## config.mk

```make
export PLATFORM = sky130hd
export DESIGN_NAME = alu_seq
export DESIGN_NICKNAME = d
export VERILOG_FILES = /design/src/rtl/alu_seq.sv
export SDC_FILE = /design/constraint.sdc
export NUM_CORES = 1
export LEC_CHECK = 0
export CORE_AREA = 4 4 96 98
export CTS_CLUSTER_DIAMETER = 60
export DETAILED_ROUTE_END_ITERATION = 10
export DIE_AREA = 0 0 100 102
export PLACE_DENSITY_LB_ADDON = 0.15
export RECOVER_POWER = 25
export SETUP_SLACK_MARGIN = 0.02
export SLEW_MARGIN = 20
export SYNTH_ARGS = -nofsm -noshare
export SYNTH_HDL_FRONTEND = slang
export SYNTH_SLANG_ARGS = --single-unit
```

## constraint.sdc

```tcl
create_clock -name clk -period 2.6 [get_ports clk]
set_input_delay 0.52 -clock clk [delete_from_list [all_inputs] [get_ports clk]]
set_output_delay 0.52 -clock clk [all_outputs]
set_load 0.02 [all_outputs]
```

## src/rtl/alu_seq.sv

```systemverilog
// alu_seq: multi-cycle command sequencer in front of an external 8-bit
// combinational ALU. It holds a 4x8 register file and runs load-immediate or
// repeated register-to-register ALU ops. The final value and flags go out on
// a response channel.
//
// Handshake rules (both channels): a transfer happens on a rising clk edge
// where valid && ready are both high. Once the sequencer raises rsp_valid it
// keeps rsp_valid, rsp_data and rsp_flags stable until that edge. cmd_ready
// is combinational from state only and never depends on cmd_valid.
`timescale 1ns/1ps
module alu_seq (
  input  logic       clk,
  input  logic       rst_n,
  input  logic       cmd_valid,
  output logic       cmd_ready,
  input  logic       cmd_imm,
  input  logic [2:0] cmd_op,
  input  logic [1:0] cmd_rd,
  input  logic [1:0] cmd_rs,
  input  logic [1:0] cmd_rt,
  input  logic [2:0] cmd_cnt,
  input  logic [7:0] cmd_data,
  output logic [7:0] alu_a,
  output logic [7:0] alu_b,
  output logic [2:0] alu_op,
  input  logic [7:0] alu_y,
  input  logic       alu_carry,
  input  logic       alu_overflow,
  input  logic       alu_zero,
  output logic       rsp_valid,
  input  logic       rsp_ready,
  output logic [7:0] rsp_data,
  output logic [3:0] rsp_flags
);

  typedef enum logic [1:0] {
    S_IDLE = 2'd0,
    S_EXEC = 2'd1,
    S_RESP = 2'd2
  } state_t;

  state_t          state_q, state_d;
  logic [3:0][7:0] regs_q, regs_d;
  logic [7:0]      alu_a_q, alu_a_d;
  logic [7:0]      alu_b_q, alu_b_d;
  logic [2:0]      alu_op_q, alu_op_d;
  logic [1:0]      rd_q, rd_d;
  logic [2:0]      iter_q, iter_d;
  logic            sticky_q, sticky_d;
  logic            carry_q, carry_d;
  logic            ovf_q, ovf_d;
  logic            zero_q, zero_d;
  logic [7:0]      rsp_data_q, rsp_data_d;

  // Next-state and datapath updates for the IDLE/EXEC/RESP sequence.
  always_comb begin
    state_d    = state_q;
    regs_d     = regs_q;
    alu_a_d    = alu_a_q;
    alu_b_d    = alu_b_q;
    alu_op_d   = alu_op_q;
    rd_d       = rd_q;
    iter_d     = iter_q;
    sticky_d   = sticky_q;
    carry_d    = carry_q;
    ovf_d      = ovf_q;
    zero_d     = zero_q;
    rsp_data_d = rsp_data_q;
    case (state_q)
      S_IDLE: begin
        if (cmd_valid) begin
          if (cmd_imm) begin
            regs_d[cmd_rd] = cmd_data;
            rsp_data_d     = cmd_data;
            sticky_d       = 1'b0;
            carry_d        = 1'b0;
            ovf_d          = 1'b0;
            zero_d         = (cmd_data == 8'h00);
            state_d        = S_RESP;
          end else begin
            // Operands are captured here, so rd may alias rs or rt safely.
            alu_a_d  = regs_q[cmd_rs];
            alu_b_d  = regs_q[cmd_rt];
            alu_op_d = cmd_op;
            rd_d     = cmd_rd;
            iter_d   = cmd_cnt;
            sticky_d = 1'b0;
            state_d  = S_EXEC;
          end
        end
      end
      S_EXEC: begin
        // The ALU result feeds back as operand A; B and op are held.
        alu_a_d  = alu_y;
        carry_d  = alu_carry;
        ovf_d    = alu_overflow;
        zero_d   = alu_zero;
        sticky_d = sticky_q | alu_overflow;
        if (iter_q == 3'd0) begin
          regs_d[rd_q] = alu_y;
          rsp_data_d   = alu_y;
          state_d      = S_RESP;
        end else begin
          iter_d = iter_q - 3'd1;
        end
      end
      S_RESP: begin
        if (rsp_ready) state_d = S_IDLE;
      end
      default: state_d = S_IDLE;
    endcase
  end

  // State and datapath registers, asynchronously cleared.
  always_ff @(posedge clk or negedge rst_n) begin
    if (!rst_n) begin
      state_q    <= S_IDLE;
      regs_q     <= '0;
      alu_a_q    <= 8'h00;
      alu_b_q    <= 8'h00;
      alu_op_q   <= 3'd0;
      rd_q       <= 2'd0;
      iter_q     <= 3'd0;
      sticky_q   <= 1'b0;
      carry_q    <= 1'b0;
      ovf_q      <= 1'b0;
      zero_q     <= 1'b0;
      rsp_data_q <= 8'h00;
    end else begin
      state_q    <= state_d;
      regs_q     <= regs_d;
      alu_a_q    <= alu_a_d;
      alu_b_q    <= alu_b_d;
      alu_op_q   <= alu_op_d;
      rd_q       <= rd_d;
      iter_q     <= iter_d;
      sticky_q   <= sticky_d;
      carry_q    <= carry_d;
      ovf_q      <= ovf_d;
      zero_q     <= zero_d;
      rsp_data_q <= rsp_data_d;
    end
  end

  assign cmd_ready = (state_q == S_IDLE);
  assign rsp_valid = (state_q == S_RESP);
  assign rsp_data  = rsp_data_q;
  assign rsp_flags = {sticky_q, carry_q, ovf_q, zero_q};
  assign alu_a     = alu_a_q;
  assign alu_b     = alu_b_q;
  assign alu_op    = alu_op_q;

endmodule

```

==> flow_summary.toml <==
[run_status]
outcome = "finished with violations"
failed_checks = "capacitance limit, slew limit"

[synth]
yosys_warnings = 0
syn_area_um2 = 3980
synth-edff-count = 0
synth_flop_cell = "dfrtp_1"
synthTopCellsByArea = "dfrtp_1, mux2_4, mux2_2"
yosysSeqAreaShare_pct = 44.0
yosysUniqueCellTypes = 41
synth-seq-cells = 70
synth.most_common_cell = "dfrtp_1"
syn_nets = 370
netlist.area_leader.share_pct = 44.0
syn_area_per_cell_um2 = 12.0
synthTopCellsByCount = "dfrtp_1, mux2_4, o2bb2ai_1"
async_reset_ff_share_pct = 100
yosys.area.top_type = "dfrtp_1"
syn_inst = 332

[place]
numPortBuffers = 68
gp_congestion = 0.880
dp.final_hpwl_um = 7260
dpl-instance-area_um2 = 4780

[layout]
fillers = 725
final_util_pct = 58.9
drive_gt1_share_pct = 24.1
seqCellArea_um2 = 1750
syn_to_final_growth_pct = 25.2
final_area_um2 = 4980
nets = 441
num_antenna_cells = 0
multi_input_area_um2 = 2010

[critical_path]
worstPathCellList = "buf_4 > nor2_1 > clkdlybuf4s50_1"
cp_max_fo = 12
worstSetupPathType = "flop to output pin"
worstReg2RegStart = "state_q[0]"
required_ns = 2.08
endpoint_kind = "output pin"
start_kind = "flop"
crit_arrival_ns = 1.83
cp_slowest_cell = "clkdlybuf4s50_1"
crit_path_max_incr_delay_ns = 0.61
cp.buffers_inverters = 2
critPathTopFamily = "buffers and inverters"
critPathLaunch = "state_q[0]"

[clock_network]
cts-root-buf = "clkbuf_8"
path_clk_slew_ns = 0.07
clkSinkCount = 70
htree_num_levels = 3
numCtsBuffers = 9
cts_tree = "yes"
cts_buffer_depth = 2
post_cts_resized = 0
clock_latency_ns = 0.34
post_cts_buffers = 0
cts_hold_buffers = 0

[global_route]
track_usage_pct = 21.8
antenna_found_initial = 0
grt_max_degree = 71
grt_pass1_wl_um = 16700
grt_pass1_vias = 2999
gr-total-overflow = 0

[routing]
ant_nets = 0
vias = 2987
routedWlPerCell_um = 20.6
wl_um = 10600
via_per_inst = 5.80
drc = 0
dr.first_iter.drc_count = 177
dr.pass1.iters = 5

[timing]
min_period_ns = 2.35
finalCritPeriodShare_pct = 90.2
fin_setup_tns_ns = 0
finalSetupViolCount = 0
worst_pin_slew_ns = 1.76
slew_headroom_pct = -17.7
hold_ws_ns = 0.483
skew_ns = 0.00860
max_freq_mhz = 426
grt_setup_unrepaired = "no"
hold_violations = 0
finalMaxSlewViolations = 71

[min_path]
hp-class = "flop to flop"
min_from = "alu_a[3]"

[floorplan]
io_pins = 69
die_w_um = 100
die_area_um2 = 10200
rows = 34
fp.dieH_um = 102
core_area_um2 = 8470
start_util_pct = 47.0

[pwr]
powerDensity_nw_per_um2 = 1130
p_total_mw = 5.62
vdd.ir_drop.worst_mv = 0.641
power_leakage_nw = 2.19

[flow_run]
maxCapViolCount = 1
-- area by class of cell --
cell class	count	share of cell area [%]
multi-input combinational	223	40.3
sequential	70	35.2
timing repair buffer	88	16.5
clock buffer	11	3.04
tap	108	2.71
clock inverter	4	1.41
inverter	11	0.828
-- worst paths after layout --
path	end	slack [ns]	cells after the start
setup / recovery	rsp_valid	0.25	3
min in group asynchronous	alu_b[7]	0.73	2
hold reg to reg	alu_a[3]	0.48	2
setup reg to reg	regs_q[14]	0.52	5
max in group asynchronous	state_q[1]	0.69	2
hold / removal	alu_a[3]	0.48	2
-- worst min-delay path: cells and delay by family, from the launching register on --
kind,cells,cell delay (ns)
flops,1,0.34
compound gates,1,0.06
simple gates,1,0.05
-- kinds of logic after synthesis --
group | after synthesis | synth area share [%]
buffers and inverters | 39 | 5.47
adder cells (fa/ha/maj) | 2 | 0.629
AND/OR/NAND/NOR | 57 | 8.27
AO/OA/AOI/OAI | 93 | 17.6
multiplexers | 71 | 24.0
flip-flops | 70 | 44.0
-- routing by layer --
metal  vias to the layer above  routed length (µm)  global-route usage (%)
li1                       1383                   -                       -
met1                      1493                4590                    29.4
met2                        99                5130                    34.7
met3                        12                 698                    6.08
met4                         0                 170                    5.91
met5                         -                   0                       0
-- power by group --
group | switching (mW) | internal [mW]
combinational | 1.38 | 1.33
sequential | 0.365 | 1.54
clock | 0.410 | 0.584
-- sequential cells by signal (all words and copies together), names as in the netlist --
name      flops
regs_q       32
alu_a         8
alu_b         8
rsp_data      8
alu_op        3
iter_q        3
rd_q          2
state_q       2
carry_q       1
ovf_q         1
sticky_q      1
zero_q        1
-- stage by stage --
step	cells	setup WS [ns]
3_5_place_dp	500	0.237
5_1_grt	515	0.150
3_3_place_gp	500	0.316
2_1_floorplan	332	0.731
6_report	515	0.255
4_1_cts	515	0.0877
-- placed cells by master, fill, tap and decap left out, types with 2 or more instances in the layout --
master / synthesis / layout
nor2_1: 10 / 10
a21o_1: 9 / 9
clkdlybuf4s50_1: 0 / 67
nor3_1: 2 / 2
nand2b_1: 4 / 4
mux2i_1: 18 / 18
clkinv_2: 0 / 2
clkbuf_8: 0 / 11
buf_4: 5 / 19
nand3b_1: 8 / 8
nor4_1: 2 / 2
nor2b_1: 2 / 2
a22o_1: 2 / 2
o2bb2ai_1: 24 / 24
bufinv_16: 0 / 2
nor3b_4: 2 / 2
ha_1: 2 / 2
a31oi_1: 8 / 8
dfrtp_1: 70 / 69
o31ai_1: 9 / 9
inv_1: 11 / 11
o21ai_0: 13 / 13
nand2_1: 21 / 21
mux2_2: 21 / 21
mux2_4: 24 / 24
a21oi_1: 12 / 12
o21ba_1: 2 / 2
mux4_2: 8 / 8
a32oi_1: 8 / 8
Note: power is estimated with default switching activity, not from simulation.
